===== config.mk =====
export PLATFORM = sky130hd
export DESIGN_NAME = core_inst_sequencer_flat
export DESIGN_NICKNAME = d
export VERILOG_FILES = /design/src/rtl/core_inst_sequencer_if.sv /design/src/rtl/core_inst_sequencer.sv /design/src/flat_wrapper.sv
export SDC_FILE = /design/constraint.sdc
export NUM_CORES = 1
export LEC_CHECK = 0
export BUFFER_PORTS_ARGS = -buffer_cell sky130_fd_sc_hd__clkbuf_2
export CAP_MARGIN = 15
export CELL_PAD_IN_SITES_DETAIL_PLACEMENT = 2
export CELL_PAD_IN_SITES_GLOBAL_PLACEMENT = 2
export CORE_MARGIN = 1.5
export CORE_UTILIZATION = 35
export CTS_CLUSTER_SIZE = 14
export DETAILED_ROUTE_END_ITERATION = 16
export GPL_ROUTABILITY_DRIVEN = 0
export PLACE_DENSITY = 0.87
export SLEW_MARGIN = 30
export SYNTH_ARGS = -nofsm -noshare
export SYNTH_HDL_FRONTEND = slang
export SYNTH_SLANG_ARGS = --single-unit

===== constraint.sdc =====
create_clock -name clk -period 4.15 [get_ports clk]
set_clock_uncertainty 0.05 [all_clocks]
set_input_delay 0.6225 -clock clk [delete_from_list [all_inputs] [get_ports clk]]
set_output_delay 0.6225 -clock clk [all_outputs]
set_load 0.01 [all_outputs]

===== src/rtl/core_inst_sequencer_if.sv =====
// Host handshake and core instruction-bus bundle for core_inst_sequencer.
// The host is the master; the sequencer is the slave.
interface core_inst_sequencer_if;
  logic        start;
  logic        mode;
  logic [10:0] pmem_base;
  logic        ofifo_valid;
  logic [33:0] inst;
  logic        busy;
  logic        done;
  logic        err;
  logic [3:0]  kij_idx;

  modport master (
    output start, mode, pmem_base, ofifo_valid,
    input  inst, busy, done, err, kij_idx
  );

  modport slave (
    input  start, mode, pmem_base, ofifo_valid,
    output inst, busy, done, err, kij_idx
  );
endinterface


===== src/rtl/core_inst_sequencer.sv =====
// Drives the core instruction bus through weight fetch/load, activation fetch,
// execute and OFIFO drain for every kernel position of a run.
module core_inst_sequencer #(
  parameter int unsigned col           = 8,
  parameter int unsigned len_nij       = 64,
  parameter int unsigned len_kij       = 9,
  parameter logic [10:0] w_base        = 11'd1024,
  parameter logic [10:0] a_base        = 11'd0,
  parameter int unsigned gap_cycles    = 10,
  parameter int unsigned ofifo_timeout = 255
) (
  input  logic                 clk,
  input  logic                 reset,
  core_inst_sequencer_if.slave bus
);

  localparam logic [33:0] inst_idle = 34'h1800C0000;

  localparam int unsigned b_cen_pmem = 32;
  localparam int unsigned b_wen_pmem = 31;
  localparam int unsigned b_cen_xmem = 19;
  localparam int unsigned b_ofifo_rd = 6;
  localparam int unsigned b_l0_rd    = 3;
  localparam int unsigned b_l0_wr    = 2;
  localparam int unsigned b_execute  = 1;
  localparam int unsigned b_load     = 0;

  // Counter must hold the longest phase: timeout, N+1, 2R (up to 4*col) or gap.
  localparam int unsigned max_a   = (ofifo_timeout > len_nij + 1) ? ofifo_timeout : len_nij + 1;
  localparam int unsigned max_b   = (4 * col > gap_cycles) ? 4 * col : gap_cycles;
  localparam int unsigned max_cnt = (max_a > max_b) ? max_a : max_b;
  localparam int unsigned cnt_w   = $clog2(max_cnt + 1);

  localparam logic [3:0] st_idle    = 4'd0;
  localparam logic [3:0] st_w_fetch = 4'd1;
  localparam logic [3:0] st_w_load  = 4'd2;
  localparam logic [3:0] st_w_gap   = 4'd3;
  localparam logic [3:0] st_a_fetch = 4'd4;
  localparam logic [3:0] st_exec    = 4'd5;
  localparam logic [3:0] st_e_gap   = 4'd6;
  localparam logic [3:0] st_wait_of = 4'd7;
  localparam logic [3:0] st_drain   = 4'd8;
  localparam logic [3:0] st_next    = 4'd9;

  logic [3:0]       state_q, state_d;
  logic [cnt_w-1:0] cnt_q, cnt_d;
  logic             mode_q, mode_d;
  logic [10:0]      pmem_ptr_q, pmem_ptr_d;
  logic [3:0]       kij_q, kij_d;
  logic             busy_q, busy_d;
  logic             done_q, done_d;
  logic             err_q, err_d;
  logic [33:0]      inst_q, inst_d;
  logic [cnt_w-1:0] n_q, r_q, n_d, r_d;

  assign n_q = mode_q ? cnt_w'(len_nij / 4) : cnt_w'(len_nij);
  assign r_q = mode_q ? cnt_w'(2 * col)     : cnt_w'(col);
  assign n_d = mode_d ? cnt_w'(len_nij / 4) : cnt_w'(len_nij);
  assign r_d = mode_d ? cnt_w'(2 * col)     : cnt_w'(col);

  // Phase sequencing; the counter restarts at zero on every state entry.
  always_comb begin
    state_d    = state_q;
    cnt_d      = cnt_q + cnt_w'(1);
    mode_d     = mode_q;
    pmem_ptr_d = pmem_ptr_q;
    kij_d      = kij_q;
    busy_d     = busy_q;
    done_d     = 1'b0;
    err_d      = err_q;
    case (state_q)
      st_idle: begin
        cnt_d = '0;
        if (bus.start) begin
          state_d    = st_w_fetch;
          busy_d     = 1'b1;
          err_d      = 1'b0;
          kij_d      = 4'd0;
          mode_d     = bus.mode;
          pmem_ptr_d = bus.pmem_base;
        end
      end
      st_w_fetch: if (cnt_q == r_q) begin
        state_d = st_w_load;
        cnt_d   = '0;
      end
      st_w_load: if (cnt_q == r_q + r_q - cnt_w'(1)) begin
        state_d = st_w_gap;
        cnt_d   = '0;
      end
      st_w_gap: if (cnt_q == cnt_w'(gap_cycles - 1)) begin
        state_d = st_a_fetch;
        cnt_d   = '0;
      end
      st_a_fetch: if (cnt_q == n_q) begin
        state_d = st_exec;
        cnt_d   = '0;
      end
      st_exec: if (cnt_q == n_q - cnt_w'(1)) begin
        state_d = st_e_gap;
        cnt_d   = '0;
      end
      st_e_gap: if (cnt_q == cnt_w'(gap_cycles - 1)) begin
        state_d = bus.ofifo_valid ? st_drain : st_wait_of;
        cnt_d   = '0;
      end
      st_wait_of: begin
        if (bus.ofifo_valid) begin
          state_d = st_drain;
          cnt_d   = '0;
        end else if (cnt_q == cnt_w'(ofifo_timeout - 1)) begin
          state_d = st_idle;
          cnt_d   = '0;
          err_d   = 1'b1;
          done_d  = 1'b1;
          busy_d  = 1'b0;
        end
      end
      st_drain: if (cnt_q == n_q) begin
        state_d = st_next;
        cnt_d   = '0;
      end
      st_next: begin
        cnt_d = '0;
        if (kij_q == 4'(len_kij - 1)) begin
          state_d = st_idle;
          done_d  = 1'b1;
          busy_d  = 1'b0;
        end else begin
          state_d = st_w_fetch;
          kij_d   = kij_q + 4'd1;
        end
      end
      default: begin
        state_d = st_idle;
        cnt_d   = '0;
      end
    endcase
    // Pointer advances as each pmem write is scheduled.
    if (state_d == st_drain && cnt_d != '0) pmem_ptr_d = pmem_ptr_q + 11'd1;
  end

  // Instruction for the upcoming cycle, decoded from the next state and count.
  always_comb begin
    inst_d = inst_idle;
    case (state_d)
      st_w_fetch: begin
        if (cnt_d < r_d) begin
          inst_d[b_cen_xmem] = 1'b0;
          inst_d[17:7]       = w_base + 11'(cnt_d);
        end
        inst_d[b_l0_wr] = (cnt_d != '0);
      end
      st_w_load: begin
        inst_d[b_l0_rd] = 1'b1;
        inst_d[b_load]  = 1'b1;
      end
      st_a_fetch: begin
        if (cnt_d < n_d) begin
          inst_d[b_cen_xmem] = 1'b0;
          inst_d[17:7]       = a_base + 11'(cnt_d);
        end
        inst_d[b_l0_wr] = (cnt_d != '0);
      end
      st_exec: begin
        inst_d[b_l0_rd]   = 1'b1;
        inst_d[b_execute] = 1'b1;
      end
      st_drain: begin
        inst_d[b_ofifo_rd] = (cnt_d < n_d);
        if (cnt_d != '0) begin
          inst_d[b_cen_pmem] = 1'b0;
          inst_d[b_wen_pmem] = 1'b0;
          inst_d[30:20]      = pmem_ptr_q;
        end
      end
      default: ;
    endcase
  end

  always_ff @(posedge clk or negedge reset) begin
    if (!reset) begin
      state_q    <= st_idle;
      cnt_q      <= '0;
      mode_q     <= 1'b0;
      pmem_ptr_q <= 11'd0;
      kij_q      <= 4'd0;
      busy_q     <= 1'b0;
      done_q     <= 1'b0;
      err_q      <= 1'b0;
      inst_q     <= inst_idle;
    end else begin
      state_q    <= state_d;
      cnt_q      <= cnt_d;
      mode_q     <= mode_d;
      pmem_ptr_q <= pmem_ptr_d;
      kij_q      <= kij_d;
      busy_q     <= busy_d;
      done_q     <= done_d;
      err_q      <= err_d;
      inst_q     <= inst_d;
    end
  end

  assign bus.inst    = inst_q;
  assign bus.busy    = busy_q;
  assign bus.done    = done_q;
  assign bus.err     = err_q;
  assign bus.kij_idx = kij_q;

endmodule


===== src/flat_wrapper.sv =====
// flat-port wrapper written by rule: the top's interface ports become plain ports
module core_inst_sequencer_flat 
#(
  parameter int unsigned col           = 8,
  parameter int unsigned len_nij       = 64,
  parameter int unsigned len_kij       = 9,
  parameter logic [10:0] w_base        = 11'd1024,
  parameter logic [10:0] a_base        = 11'd0,
  parameter int unsigned gap_cycles    = 10,
  parameter int unsigned ofifo_timeout = 255
)
  (clk, reset, bus_start, bus_mode, bus_pmem_base, bus_ofifo_valid, bus_inst, bus_busy, bus_done, bus_err, bus_kij_idx);
  core_inst_sequencer_if bus_i ();
  input  logic clk;
  input  logic reset;
  input wire logic [$bits(bus_i.start)-1:0] bus_start;
  input wire logic [$bits(bus_i.mode)-1:0] bus_mode;
  input wire logic [$bits(bus_i.pmem_base)-1:0] bus_pmem_base;
  input wire logic [$bits(bus_i.ofifo_valid)-1:0] bus_ofifo_valid;
  output wire logic [$bits(bus_i.inst)-1:0] bus_inst;
  output wire logic [$bits(bus_i.busy)-1:0] bus_busy;
  output wire logic [$bits(bus_i.done)-1:0] bus_done;
  output wire logic [$bits(bus_i.err)-1:0] bus_err;
  output wire logic [$bits(bus_i.kij_idx)-1:0] bus_kij_idx;
  assign bus_i.start = bus_start;
  assign bus_i.mode = bus_mode;
  assign bus_i.pmem_base = bus_pmem_base;
  assign bus_i.ofifo_valid = bus_ofifo_valid;
  assign bus_inst = bus_i.inst;
  assign bus_busy = bus_i.busy;
  assign bus_done = bus_i.done;
  assign bus_err = bus_i.err;
  assign bus_kij_idx = bus_i.kij_idx;
  core_inst_sequencer #(.col(col), .len_nij(len_nij), .len_kij(len_kij), .w_base(w_base), .a_base(a_base), .gap_cycles(gap_cycles), .ofifo_timeout(ofifo_timeout)) u_core (.clk(clk), .reset(reset), .bus(bus_i));
endmodule

After elaboration in Yosys (flattened, before gate mapping)
Cells that the tools add are included.

operators by class
  $add $sub $neg = 7
  $mul = 0
  divide/modulo/power cells = 0
  order comparisons = 2
  equal/unequal tests = 26
  shift-type cells = 0
  mux-type cells = 59
  bitwise gates (word level) = 0
  reduce and logical (&&, ||, !) cells = 16

operators by type and width
  operator               number
  $mux 8                 8
  $mux 4                 13
  $pmux 8 s6             1
  $mux 11                4
  $pmux 4 s10            1
  $eq 8x8->1             4
  $mux 13                2
  $eq 4x3->1 const B     6
  $pmux 11 s2            1
  $mux 1                 20
  $eq 4x4->1 const B     4
  $lt 8x8->1             2
  $sub 8x1->8 const B    2
  $mux 7                 2
  $eq 4x2->1 const B     3
  $add 11x1->11 const B  1
  $add 11x8->11 const A  1
  $mux 5                 2
  $add 8x1->8 const B    1
  $add 8x8->8            1
  $eq 4x1->1 const B     2
  $eq 8x4->1 const B     1
  $eq 8x8->1 const B     1
  $pmux 4 s2             1
  other kinds (15)       26

word-level totals
  register bits after elaboration = 61
  latch bits = 0
  RAM bits = 0
  ROM bits = 0
  output and inout port bits = 41
  word-level logic and storage cells = 119
  memories kept = 0

Logic depth before layout (Yosys ltp)
  depth after elaboration = 10
  gate-level depth with buffers = 15
  depth with buffers taken out = 14

Worst setup path before layout
OpenSTA, ideal clock, no wires.

  path kind = register to register
  start = register u_core.cnt_q[0]
  end = register u_core.inst_q[8] (netlist: u_core.bus.inst[8])
  arrival time = 3.120 ns
  required time = 4.019 ns
  slack = 0.899 ns
  stages on the path, launching flop included = 15
  path buffers = 2
  cells stage by stage = dfrtp_1 -> ha_1 -> and3_1 -> buf_2 -> o211ai_1 -> a22oi_1 -> and3_1 -> clkbuf_1 -> nor2_1 -> ha_1 -> a222oi_1 -> a32oi_1 -> nor3_1 -> a2bb2oi_2 -> nor3b_2

between the ends
  longest elaborated chain between the ends = 7

ends and longest elaborated chain
  element                                    line                                                    text
  start: declaration                         core_inst_sequencer.sv:46                               logic [cnt_w-1:0] cnt_q, cnt_d;
  start signal: assignment                   core_inst_sequencer.sv:194                              cnt_q <= cnt_d;
  $add 8x1->8 or $eq 8x8->1 (tied branches)  core_inst_sequencer.sv:64, core_inst_sequencer.sv:111
  $mux 8                                     core_inst_sequencer.sv:111                              end else if (cnt_q == cnt_w'(ofifo_timeout - 1)) begin
  $mux 8                                     core_inst_sequencer.sv:108                              if (bus.ofifo_valid) begin
  $pmux 8 s6 *                               core_inst_sequencer.sv:71                               case (state_q)
  net u_core.cnt_d[6]                        core_inst_sequencer.sv:46
  $lt 8x8->1, on equally long branches       core_inst_sequencer.sv:159, core_inst_sequencer.sv:148
  $mux 8 or $mux 11 (tied branches)          core_inst_sequencer.sv:159, core_inst_sequencer.sv:148
  $pmux 11 s2 *                              core_inst_sequencer.sv:146                              case (state_d)
  net u_core.inst_d[8]                       core_inst_sequencer.sv:53                               logic [33:0] inst_q, inst_d;
  end signal: assignment                     core_inst_sequencer.sv:191                              inst_q <= inst_idle;
  end signal: assignment                     core_inst_sequencer.sv:201                              inst_q <= inst_d;
  end: declaration                           core_inst_sequencer.sv:53

Mark *: on every way through the listed nets, which the timed path passes. The rest lies on a longest branch.
A chain may end at the register's enable or synchronous reset.

Final worst setup path
  start = register u_core.cnt_q[0]
  end = register u_core.inst_q[9] (netlist: u_core.bus.inst[9])

The elaborated chain is that of the path after synthesis.

==> results.yml <==
outcome:
  status: "complete, no violations"
critical_path:
  cp_max_fo: 9
  critPathSlowestCell: "dfrtp_1"
  crit_chain: "inv_1, ha_1, nor3b_1, nand4_1, a22oi_1, and3_1, or2_2, inv_1, ha_1, inv_1, o2111a_1, o2111ai_1, a2bb2oi_2, nor2_1"
  cp_top_family: "compound AO/OA/AOI/OAI gates"
  r2r_setup_slack_ns: 0.36
  cp.arrival_ns: 3.96
  end_kind: "register"
  critPathLaunchType: "register"
  crit_buf_inv: 3
  timing_worst_setup_path_type: "register to register"
  required_ns: 4.32
  max_stage_delay_ns: 0.48
  crit_path_frequent_cell: "inv_1"
sta:
  finalSetupViolCount: 0
  rsz0062_at_grt: "no"
  max_freq_mhz: 264
  hold_viol: 0
  fin_crit_ns: 3.79
  finalSetupTns_ns: 0
  hold_ws_ns: 0.276
  timing.final.ws_setup_ns: 0.356
  slew_violations: 0
  worst_pin_slew_ns: 0.749
  slew_headroom_pct: 49.7
  fin_crit_sh_pct: 91.4
global_route:
  grt_busiest_layer: "met2"
  grt_overflow: 0
  met1_usage_pct: 28.5
  antenna_found_initial: 0
  grt_max_degree: 31
  grt_use_met3_pct: 4.47
  use_met2_pct: 36.1
  grt_first_pass_wirelength_mm: 16.6
  grt_pass1_vias: 3074
  grtUsageTotal_pct: 21.9
die:
  core_um2: 8760
  dieArea_um2: 9700
  start_util_pct: 36.4
  dieWidth_um: 98.5
  io_pins: 57
  core.rowCount: 34
  die_h_um: 98.5
clock_tree:
  clockRootBuffer: "clkbuf_8"
  cts.path.max_buffers: 2
  cts_buffers: 9
  cts_num_sinks: 58
  post_cts_buffers: 0
  hold_buffers: 0
  clkLatencyLatePin_ns: 0.35
  cts_resized: 0
  cts_htree_levels: 3
  clkSlewWorstSetupHoldPaths_ns: 0.07
  cts_tree: "built"
drt:
  drt_pass1_iterations: 4
  ant_nets: 0
  routed_wl_mm: 9.90
  drt_iter0_markers: 117
  vias: 2696
  drc: 0
  via_per_inst: 5.57
  wl_per_cell_um: 20.5
synth:
  postSynth.asyncResetShare_pct: 100
  ys_ff_latch: 58
  ys_seq_area_share_pct: 45.6
  synth_xor_area_share_pct: 3.57
  yosys_warnings: 0
  synthMuxAreaShare_pct: 2.00
  synth.area.top_cells: "dfrtp_1 44%, ha_1 3.9%, nand2_1 3.8%"
  synthCells: 325
  yosys.area_share.adder_pct: 3.92
  synth-edff-count: 0
  ys.flop_type: "dfrtp_1"
  yosysMostFrequentCell: "dfrtp_1"
  synthDistinctLibCells: 67
  synthTopCellsByCount: "56 x dfrtp_1, 32 x nand2_1, 25 x nor2_1"
  yosys.area_share.simple_pct: 25.3
  yosysTopAreaCell: "dfrtp_1"
  netlist_area_um2: 3190
  synth_compound_area_share_pct: 12.8
  synth_top_family_by_area: "simple AND/OR/NAND/NOR gates"
  netlist.area_leader.share_pct: 43.9
  synth.avg_cell_area_um2: 9.82
worst_hold_path:
  hold_class: "primary input to asynchronous set/reset pin"
placed_design:
  io_buffers: 50
  dp_slack_ns: 0.430
  hpwl_mm: 7.22
cells_and_area:
  num_antenna_cells: 0
  drive_gt1_share_pct: 24.2
  fill_cells: 972
  final_nets: 397
  area_delta_synth_final_pct: 15.4
power:
  p_leak_nw: 1.71
  peakVddDrop_uv: 191
  power_density_nw_per_um2: 305
job:
  cap_violations: 0
==> worst register-to-register path: cells and delay by family (launching register included) <==
| family | cells | cell delay (ns) |
|---|---|---|
| flops | 1 | 0.48 |
| simple gates | 5 | 1.20 |
| fa+ha+maj | 2 | 0.47 |
| compound gates | 4 | 1.21 |
| buf+inv | 3 | 0.26 |
==> placed cells by master, fill, tap and decap left out, types with 3 or more instances in the layout <==
| cell | count |
|---|---|
| a21oi_1 | 5 |
| a32oi_1 | 3 |
| and2_1 | 14 |
| and3_1 | 4 |
| buf_4 | 6 |
| clkbuf_2 | 50 |
| clkbuf_8 | 10 |
| conb_1 | 7 |
| dfrtp_1 | 56 |
| ha_1 | 10 |
| inv_1 | 14 |
| mux2_2 | 3 |
| mux2i_1 | 3 |
| nand2_1 | 32 |
| nand2b_1 | 4 |
| nand3_1 | 15 |
| nand4_1 | 5 |
| nand4b_1 | 3 |
| nor2_1 | 25 |
| nor2b_1 | 4 |
| nor3_1 | 19 |
| o211ai_1 | 6 |
| o21ai_0 | 3 |
| o311ai_0 | 4 |
| o311ai_1 | 4 |
| or2_2 | 3 |
| or4_1 | 3 |
| xnor2_1 | 7 |
| xor2_1 | 6 |
==> routing by layer <==
metal / vias up / routed length [um]
met1: 1404 / 4470
met3: 13 / 279
met2: 49 / 4960
met5: - / 0
met4: 0 / 189
li1: 1230 / -
==> through the flow <==
step / utilization [%] / area [um^2] / total power, mW / cells
2_1_floorplan: - / 3210 / 0.584 / 330
3_3_place_gp: 39.8 / 3480 / 0.601 / 468
3_5_place_dp: 39.8 / 3480 / 0.602 / 468
4_1_cts: 42.0 / 3680 / 1.14 / 484
5_1_grt: 42.0 / 3680 / 1.16 / 484
6_report: 42.0 / 3680 / 1.12 / 484
==> logic make-up after synthesis <==
kind of cell	Yosys count
buf+inv	41
other cells	2
compound gates	47
xor+xnor	13
flops	58
simple gates	148
fa+ha+maj	10
mux	6
==> cell type report <==
| class | instances | area [um^2] | area share [%] |
|---|---|---|---|
| timing repair buffer | 56 | 295 | 8.02 |
| multi-input combinational | 231 | 1540 | 41.9 |
| clock buffer | 11 | 141 | 3.84 |
| sequential | 58 | 1450 | 39.5 |
| tap | 108 | 135 | 3.67 |
| inverter | 15 | 56.3 | 1.53 |
| clock inverter | 5 | 55.1 | 1.50 |
==> power breakdown <==
part	switching, mW	internal (mW)
Clock	0.242	0.292
Combinational	0.0179	0.00610
Sequential	0.000209	0.566
==> path summary, 6_finish.rpt <==
| check | start | endpoint | cells past startpoint |
|---|---|---|---|
| max | u_core.cnt_q[0] | u_core.bus.inst[9] | 14 |
| min | reset | u_core.cnt_q[7] | 1 |
| max reg2reg | u_core.cnt_q[0] | u_core.bus.inst[9] | 14 |
| min reg2reg | u_core.bus.err | u_core.bus.err | 2 |
| max in group asynchronous | reset | u_core.bus.inst[31] | 2 |
| min in group clk | bus_pmem_base[9] | u_core.pmem_ptr_q[9] | 3 |
==> registers in the layout, indices dropped and copies added (netlist names) <==
signal	count
u_core.bus.busy	1
u_core.bus.inst	27
u_core.pmem_ptr_q	11
u_core.mode_q	1
u_core.cnt_q	8
u_core.bus.kij_idx	4
u_core.state_q	4
u_core.bus.err	1
u_core.bus.done	1
Power figures use the tool's default switching activity.
